==> src/rtl/fft_output_streamer.sv <==
// Drains a finished FFT frame from the even/odd result banks and streams the bins
// in natural order on a valid/ready port, tagged with bin index and block exponent.
module fft_output_streamer #(
  parameter int FFT_N     = 10,
  parameter int FFT_DW    = 16,
  parameter int FFT_BFPDW = 5
) (
  input  logic                   clk,
  input  logic                   rst_n,
  input  logic                   start,
  input  logic [FFT_BFPDW-1:0]   ibfp,
  output logic                   busy,
  output logic                   done,
  output logic                   ract_ram0,
  output logic [FFT_N-2:0]       ra_ram0,
  input  logic [2*FFT_DW-1:0]    rdr_ram0,
  output logic                   ract_ram1,
  output logic [FFT_N-2:0]       ra_ram1,
  input  logic [2*FFT_DW-1:0]    rdr_ram1,
  output logic                   ovalid,
  input  logic                   oready,
  output logic [2*FFT_DW-1:0]    odata,
  output logic [FFT_N-1:0]       oindex,
  output logic                   olast,
  output logic [FFT_BFPDW-1:0]   obfp
);

  localparam int AW = FFT_N - 1;
  localparam int WW = 2 * FFT_DW;

  typedef enum logic [2:0] {
    IDLE,
    FETCH,
    LOAD,
    EMIT0,
    EMIT1
  } state_t;

  state_t               state;
  state_t               state_nxt;
  logic [AW-1:0]        addr;
  logic [AW-1:0]        addr_nxt;
  logic [AW-1:0]        ra_q;
  logic [AW-1:0]        ra_cmb;
  logic [WW-1:0]        even_q;
  logic [WW-1:0]        odd_q;
  logic [FFT_BFPDW-1:0] bfp_q;
  logic                 done_q;
  logic                 rd_en;
  logic                 last;

  assign last = &addr;

  // The next pair is prefetched on the odd-bin handshake, so FETCH runs once per frame.
  always_comb begin
    state_nxt = state;
    addr_nxt  = addr;
    rd_en     = 1'b0;
    ra_cmb    = ra_q;
    ovalid    = 1'b0;
    odata     = '0;
    oindex    = '0;
    olast     = 1'b0;
    unique case (state)
      IDLE: begin
        if (start) begin
          state_nxt = FETCH;
          addr_nxt  = '0;
        end
      end
      FETCH: begin
        rd_en     = 1'b1;
        ra_cmb    = addr;
        state_nxt = LOAD;
      end
      LOAD: begin
        state_nxt = EMIT0;
      end
      EMIT0: begin
        ovalid = 1'b1;
        odata  = even_q;
        oindex = {addr, 1'b0};
        if (oready) state_nxt = EMIT1;
      end
      EMIT1: begin
        ovalid = 1'b1;
        odata  = odd_q;
        oindex = {addr, 1'b1};
        olast  = last;
        if (oready) begin
          if (last) begin
            state_nxt = IDLE;
          end else begin
            rd_en     = 1'b1;
            ra_cmb    = addr + 1'b1;
            addr_nxt  = addr + 1'b1;
            state_nxt = LOAD;
          end
        end
      end
      default: state_nxt = IDLE;
    endcase
  end

  always_ff @(posedge clk) begin
    if (!rst_n) begin
      state  <= IDLE;
      addr   <= '0;
      ra_q   <= '0;
      even_q <= '0;
      odd_q  <= '0;
      bfp_q  <= '0;
      done_q <= 1'b0;
    end else begin
      state  <= state_nxt;
      addr   <= addr_nxt;
      done_q <= (state == EMIT1) && oready && last;
      if (rd_en) ra_q <= ra_cmb;
      if (state == LOAD) begin
        even_q <= rdr_ram0;
        odd_q  <= rdr_ram1;
      end
      if ((state == IDLE) && start) bfp_q <= ibfp;
    end
  end

  assign busy      = (state != IDLE);
  assign done      = done_q;
  assign ract_ram0 = rd_en;
  assign ract_ram1 = rd_en;
  assign ra_ram0   = ra_cmb;
  assign ra_ram1   = ra_cmb;
  assign obfp      = bfp_q;

endmodule

==> config.mk <==
export PLATFORM = sky130hd
export DESIGN_NAME = fft_output_streamer
export DESIGN_NICKNAME = d
export VERILOG_FILES = /design/src/rtl/fft_output_streamer.sv
export SDC_FILE = /design/constraint.sdc
export NUM_CORES = 1
export LEC_CHECK = 0
export CORE_MARGIN = 2
export CORE_UTILIZATION = 48
export CTS_CLUSTER_SIZE = 14
export DETAILED_ROUTE_END_ITERATION = 10
export PLACE_DENSITY = 0.87
export SLEW_MARGIN = 20
export SYNTH_ARGS = -nofsm -noshare
export SYNTH_HDL_FRONTEND = slang
export SYNTH_SLANG_ARGS = --single-unit
==> constraint.sdc <==
create_clock -name clk -period 6.25 [get_ports clk]
set_input_delay 1.875 -clock clk [delete_from_list [all_inputs] [get_ports clk]]
set_output_delay 1.875 -clock clk [all_outputs]
set_load 0.01 [all_outputs]
==> results of run 1 <==
-- layout make-up --
type / count / share of cell area
clock inverter: 6 / 0.00887
inverter: 5 / 0.00432
tap: 105 / 0.0239
multi-input combinational: 349 / 0.344
sequential: 91 / 0.331
clock buffer: 10 / 0.0250
timing repair buffer: 145 / 0.263
-- flip-flops by register name, summed over array words and instances, names as in the netlist --
register / flops
state: 3
even_q: 32
ra_q: 9
done: 1
addr: 9
odd_q: 32
obfp: 5
-- cell usage in the layout, fill, tap and decap left out, drive strengths merged, types with 2 or more instances in the layout --
cell type	Yosys	final
a221o	5	5
inv	5	6
nor3	3	3
nand2b	2	2
nor4	3	3
and2	17	17
a22o	32	32
a21oi	75	75
mux2i	6	6
clkinv	0	2
or4	2	2
or3	4	4
dfxtp	91	91
nand2	143	143
nor2	13	13
nand3	6	6
a31oi	4	4
or3b	2	2
a22oi	2	2
o31ai	2	2
buf	23	2
and3	7	7
clkdlybuf4s50	0	143
o21ai	5	5
clkinvlp	0	3
ha	2	2
clkbuf	25	10
-- power by group --
group | leakage [uW] | total [uW] | switching, uW | internal, uW
combinational | 0.00116 | 160 | 81.2 | 79.2
clock | 0.0000851 | 368 | 210 | 158
sequential | 0.000739 | 624 | 16.9 | 607
total | 0.00198 | 1150 | 308 | 844
-- worst max-delay path: stages --
cell	delay (ns)
clkdlybuf4s50_1	0.59
and2b_2	0.29
nand2_4	0.09
or4_4	0.55
nand3_1	0.14
clkdlybuf4s50_1	0.55
-- worst paths after layout --
path,slack (ns),from,to,depth (start not counted)
setup / recovery,0.28,oready,ra_ram0[6],6
hold / removal,0.46,odd_q[13],odd_q[13],2
setup reg to reg,3.49,addr[0],ra_q[2],8
hold reg to reg,0.46,odd_q[13],odd_q[13],2
-- cells by family (layout without fill, tap and decap cells) --
logic type | after synthesis | in the layout | share of synthesized area
and+or+nand+nor | 207 | 207 | 0.233
AOI/OAI and AO/OA | 134 | 134 | 0.219
DFF | 91 | 91 | 0.458
buffers and inverters | 53 | 166 | 0.0677
muxes | 6 | 6 | 0.0151
adders and majority gates | 2 | 2 | 0.00629
-- per-layer routing --
metal | GRT usage | part of all wire
met2 | 0.387 | 0.50
met3 | 0.0455 | 0.057
met4 | 0.0942 | 0.021
met5 | 0 | 0
met1 | 0.291 | 0.43
-- stage by stage --
stage                     total power [uW]  hold slack (ns)  cell area (um^2)
after global routing                  1200            0.479              5500
after floorplan                        720            0.436              3980
after CTS                             1160            0.459              5500
after detailed placement               796            0.446              5310
after global placement                 791            0.441              5310
final                                 1150            0.457              5500
==> impl_metrics.env, run 1 <==
export IMPL_vias=3824
export IMPL_end_kind="output pin"
export IMPL_ys_flop_type="dfxtp_1"
export IMPL_rsz0062_at_grt="false"
export IMPL_gp_congestion=0.969
export IMPL_dp_slack_ns=0.313
export IMPL_cts_setup_buffers=0
export IMPL_cts_tree="done"
export IMPL_critPathKind="input port to output pin"
export IMPL_netlist_area_mm2=0.00398
export IMPL_ys_ff_latch=91
export IMPL_fin_setup_tns_ns=0
export IMPL_cellLeakagePower_uw=0.00198
export IMPL_io_pins=144
export IMPL_first_pass_iters=4
export IMPL_clk_pin_slew_ns=0.08
export IMPL_synth_area_leaders="dfxtp_1 (46%), nand2_1 (13%), a21oi_1 (9.3%)"
export IMPL_setup_violations_final=0
export IMPL_numCtsBuffers=9
export IMPL_grt_pass1_vias=3449
export IMPL_fmax_mhz=167
export IMPL_cts_resized=0
export IMPL_area_growth_pct=38.5
export IMPL_drive_above_1_share=0.0545
export IMPL_slew_headroom=0.388
export IMPL_cp_max_fo=7
export IMPL_htree_levels=3
export IMPL_min_period_ns=5.97
export IMPL_fin_worst_skew_ns=0.00818
export IMPL_antenna_found_initial=0
export IMPL_fp_dieArea_mm2=0.00903
export IMPL_cp_required_ns=4.38
export IMPL_start_kind="input port"
export IMPL_die_x_um=95
export IMPL_cts_buffer_depth=2
export IMPL_synth_largest_area_cell="dfxtp_1"
export IMPL_hold_buffers=0
export IMPL_portBuffers=143
export IMPL_drc=0
export IMPL_ant_nets=0
export IMPL_num_fill_cells=676
export IMPL_drv_slew=0
export IMPL_vias_per_cell=5.38
export IMPL_yosysMostFrequentCell="nand2_1"
export IMPL_drt_iter0_drc=202
export IMPL_synth_top_area_share=0.458
export IMPL_report_final_hold_viol_count=0
export IMPL_arrival_ns=4.10
export IMPL_grt_start_max_net_pins=65
export IMPL_placementRows=33
export IMPL_place_inst=695
export IMPL_core_area_mm2=0.00813
export IMPL_synth_edf_count=0
export IMPL_synth_async_reset_ratio=0
export IMPL_grt_pass1_wl_um=16500
export IMPL_clock_sinks=91
export IMPL_min_path_type="flip-flop to flip-flop"
export IMPL_regArea_mm2=0.00182
export IMPL_synth_common_cells="nand2_1 (142), dfxtp_1 (91), a21oi_1 (74)"
export IMPL_status="complete, no violations"
export IMPL_grt_total_usage=0.231
export IMPL_max_cap_viol_count=0
export IMPL_synthCells=493
export IMPL_hpwl_um=7200
export IMPL_synth_avg_cell_area_um2=8.06
export IMPL_ys_types=49
export IMPL_fin_nets=676
export IMPL_ys_warnings_count=0
export IMPL_initial_utilization=0.489
export IMPL_multi_input_area_mm2=0.00189
export IMPL_powerDensity_mw_per_mm2=209
export IMPL_syn_nets=568
export IMPL_post_layout_nonfiller_instances=711
export IMPL_postLayoutCoreUtil=0.677
export IMPL_drt_wirelength_per_cell_um=15.1
export IMPL_synth_seq_area_share=0.458
export IMPL_cts_root_buf="clkbuf_8"
export IMPL_grt_remaining_overflow=0
export IMPL_clock_latency_ns=0.35
export IMPL_die_height_um=95
export IMPL_finalWirelength_um=10700
export IMPL_fin_ws_ns=0.280
export IMPL_finalCritPeriodShare=0.955
export IMPL_ir_worst_vdd_mv=0.128
export IMPL_diodes=0
export IMPL_worstMarginPinSlew_ns=0.917
Note: power is estimated with default switching activity, not from simulation.
==> inputs of run 2 (changes only) <==
--- a/config.mk
+++ b/config.mk
@@ -5,9 +5,10 @@
 export SDC_FILE = /design/constraint.sdc
 export NUM_CORES = 1
 export LEC_CHECK = 0
+export CAP_MARGIN = 20
 export CORE_MARGIN = 2
 export CORE_UTILIZATION = 48
-export CTS_CLUSTER_SIZE = 14
+export CTS_CLUSTER_SIZE = 10
 export DETAILED_ROUTE_END_ITERATION = 10
 export PLACE_DENSITY = 0.87
 export SLEW_MARGIN = 20
==> results of run 2 <==
Same layout as run 1: the final DEF is identical, and so are final timing and power.
==> inputs of run 3 (changes only) <==
--- a/config.mk
+++ b/config.mk
@@ -5,6 +5,7 @@
 export SDC_FILE = /design/constraint.sdc
 export NUM_CORES = 1
 export LEC_CHECK = 0
+export ABC_AREA = 1
 export CAP_MARGIN = 20
 export CORE_MARGIN = 2
 export CORE_UTILIZATION = 48
==> run 3 against run 2 <==
Via count grew 3.0%. Critical path depth grew 3. Cell area shrank 0.34%. Clock power grew 5.4%. Synthesized cell count grew 8.5%. Combinational power grew 39%. Register-to-register slack gained 0.15 ns. First-iteration DRC count shrank 24%. Utilization grew 0.11 points. Setup slack gained 0.27 ns. Clock-buffer cell count grew 3. Sequential share of layout area grew 0.11 points. Critical endpoint is now ra_ram0[7]. Largest cell class is now flip-flops and latches. Highest routed layer unchanged.
==> impl_metrics.env, run 3 <==
export IMPL_synth_avg_cell_area_um2=7.37
export IMPL_cellLeakagePower_uw=0.00211
export IMPL_drt_iter0_drc=154
export IMPL_min_period_ns=5.70
export IMPL_arrival_ns=3.83
export IMPL_io_pins=144
export IMPL_final_common_cell="nor2_1"
export IMPL_r2r_start="state[2]"
export IMPL_setup_violations_final=0
export IMPL_htree_levels=3
export IMPL_clock_sinks=91
export IMPL_reg2reg_depth=5
export IMPL_numCtsBuffers=9
export IMPL_cts_setup_buffers=0
export IMPL_status="complete, no violations"
export IMPL_finalWirelength_um=10200
export IMPL_synth_async_reset_ratio=0
export IMPL_ys_ff_latch=91
export IMPL_fin_nets=726
export IMPL_grt_total_usage=0.230
export IMPL_rsz0062_at_grt="false"
export IMPL_vias_per_cell=5.18
export IMPL_grt_pass1_vias=3687
export IMPL_gp_congestion=1.03
export IMPL_core_area_mm2=0.00809
export IMPL_grt_start_max_net_pins=76
export IMPL_start_kind="input port"
export IMPL_hpwl_um=7120
export IMPL_syn_nets=610
export IMPL_path_buf_inv=4
export IMPL_diodes=0
export IMPL_fmax_mhz=175
export IMPL_p_total_uw=1270
export IMPL_synth_common_cells="nor2_1 (150), dfxtp_1 (91), o21ai_0 (72)"
export IMPL_powerDensity_mw_per_mm2=232
export IMPL_ant_nets=0
export IMPL_r2r_slack_ns=3.64
export IMPL_synthCells=535
export IMPL_finalCritPeriodShare=0.913
export IMPL_report_final_hold_viol_count=0
export IMPL_setup_worst_path_start="oready"
export IMPL_area_growth_pct=39.0
export IMPL_drive_above_1_share=0.0442
export IMPL_worstMarginPinSlew_ns=1.06
export IMPL_clk_pin_slew_ns=0.08
export IMPL_vias=3939
export IMPL_slowest_delay_ns=0.50
export IMPL_yosysMostFrequentCell="nor2_1"
export IMPL_timing_rr_end="even_q[31]"
export IMPL_crit_cells=9
export IMPL_drc=0
export IMPL_mostFrequentLayoutCells="nor2_1 (150), clkdlybuf4s50_1 (142), dfxtp_1 (91)"
export IMPL_die_x_um=94.7
export IMPL_drv_slew=0
export IMPL_largestRegisters="even_q: 32 flops, odd_q: 32 flops"
export IMPL_cts_root_buf="clkbuf_8"
export IMPL_slew_headroom=0.291
export IMPL_ir_worst_vdd_mv=0.194
export IMPL_ys_flop_type="dfxtp_1"
export IMPL_first_pass_iters=5
export IMPL_cp_required_ns=4.38
export IMPL_synth_edf_count=0
export IMPL_cp_max_fo=7
export IMPL_fin_worst_skew_ns=0.0123
export IMPL_fp_dieArea_mm2=0.00896
export IMPL_min_path_type="flip-flop to flip-flop"
export IMPL_antenna_found_initial=0
export IMPL_max_cap_viol_count=0
export IMPL_clock_latency_ns=0.34
export IMPL_cpLargestDelayFamily="buffers and inverters"
export IMPL_grt_pass1_wl_um=16400
export IMPL_end_kind="output pin"
export IMPL_synth_area_leaders="dfxtp_1 (46%), nor2_1 (14%), o21ai_0 (9.1%)"
export IMPL_cts_resized=0
export IMPL_synth_seq_area_share=0.462
export IMPL_placementRows=33
export IMPL_critPathKind="input port to output pin"
export IMPL_cts_tree="done"
export IMPL_synth_top_area_share=0.462
export IMPL_crit_path_end="ra_ram0[7]"
export IMPL_grt_remaining_overflow=0
export IMPL_initial_utilization=0.487
export IMPL_drt_wirelength_per_cell_um=13.4
export IMPL_fin_setup_tns_ns=0
export IMPL_hold_buffers=0
export IMPL_ys_warnings_count=0
export IMPL_die_height_um=94.7
export IMPL_ys_types=23
export IMPL_cp_slowest_cell="clkdlybuf4s50_1"
export IMPL_synth_largest_area_cell="dfxtp_1"
export IMPL_portBuffers=143
export IMPL_cts_buffer_depth=2
export IMPL_path_cells="clkdlybuf4s50_1, inv_1, nor2_2, nand3_1, nand3_1, nand2_1, inv_1, nand2_1, clkdlybuf4s50_1"
export IMPL_netlist_area_mm2=0.00395
-- run 3: cell types whose count changed in the layout (fill, tap and decap cells not counted), sizes merged, moves of 17 or more --
cell   delta
nor2    +142
nand2    -85
o21ai    +68
a21oi    -52
inv      +29
and2     -17
-- run 3: cell type report --
type,count,area [um^2]
Fill cell,686,2610
Timing Repair Buffer,144,1430
Multi-Input combinational cell,369,1770
Sequential cell,91,1820
Clock buffer,13,149
Tap cell,105,131
Inverter,36,135
Clock inverter,3,46.3
-- run 3: worst min path at each step --
stage | startpoint | end | slack [ns] | depth (start not counted)
floorplan | ra_q[0] | ra_q[0] | 0.45 | 2
global placement | obfp[3] | obfp[3] | 0.43 | 2
detailed placement | obfp[1] | obfp[1] | 0.44 | 2
CTS | obfp[1] | obfp[1] | 0.45 | 2
global route | obfp[1] | obfp[1] | 0.47 | 2
finish | obfp[1] | obfp[1] | 0.45 | 2
-- run 3: metal layers --
| metal | wire length (um) | vias to the layer above | global-route usage |
|---|---|---|---|
| li1 | - | 1965 | - |
| met5 | 0 | - | 0 |
| met3 | 1020 | 12 | 0.0710 |
| met1 | 4070 | 1792 | 0.265 |
| met2 | 4990 | 170 | 0.393 |
| met4 | 121 | 0 | 0.0978 |
-- run 3: tightest hold or removal path, stage by stage (launching register included) --
cell	delay [ns]
dfxtp_1	0.32
inv_1	0.04
a21oi_1	0.05
-- run 3: power by group --
group          switching [uW]  total, uW  internal (uW)  leakage (uW)
combinational             117        223            106       0.00127
sequential               28.5        659            631      0.000740
clock                     190        388            198     0.0000943
-- run 3: kinds of logic after synthesis --
kind of cell,count (synthesis),synth area share
fa+ha+maj,2,0.00634
simple gates,239,0.245
compound gates,128,0.196
buf+inv,75,0.0907
flops,91,0.462
-- run 3: through the flow --
| stage | hold WS, ns | setup slack [ns] | std cells | util | area [um^2] |
|---|---|---|---|---|---|
| after global routing | 0.466 | 0.389 | 761 | 0.678 | 5490 |
| final | 0.452 | 0.546 | 761 | 0.678 | 5490 |
| after floorplan | 0.451 | 1.58 | 535 | - | 3950 |
| after global placement | 0.435 | 0.635 | 745 | 0.654 | 5290 |
| after detailed placement | 0.443 | 0.572 | 745 | 0.654 | 5290 |
| after CTS | 0.452 | 0.562 | 761 | 0.678 | 5490 |
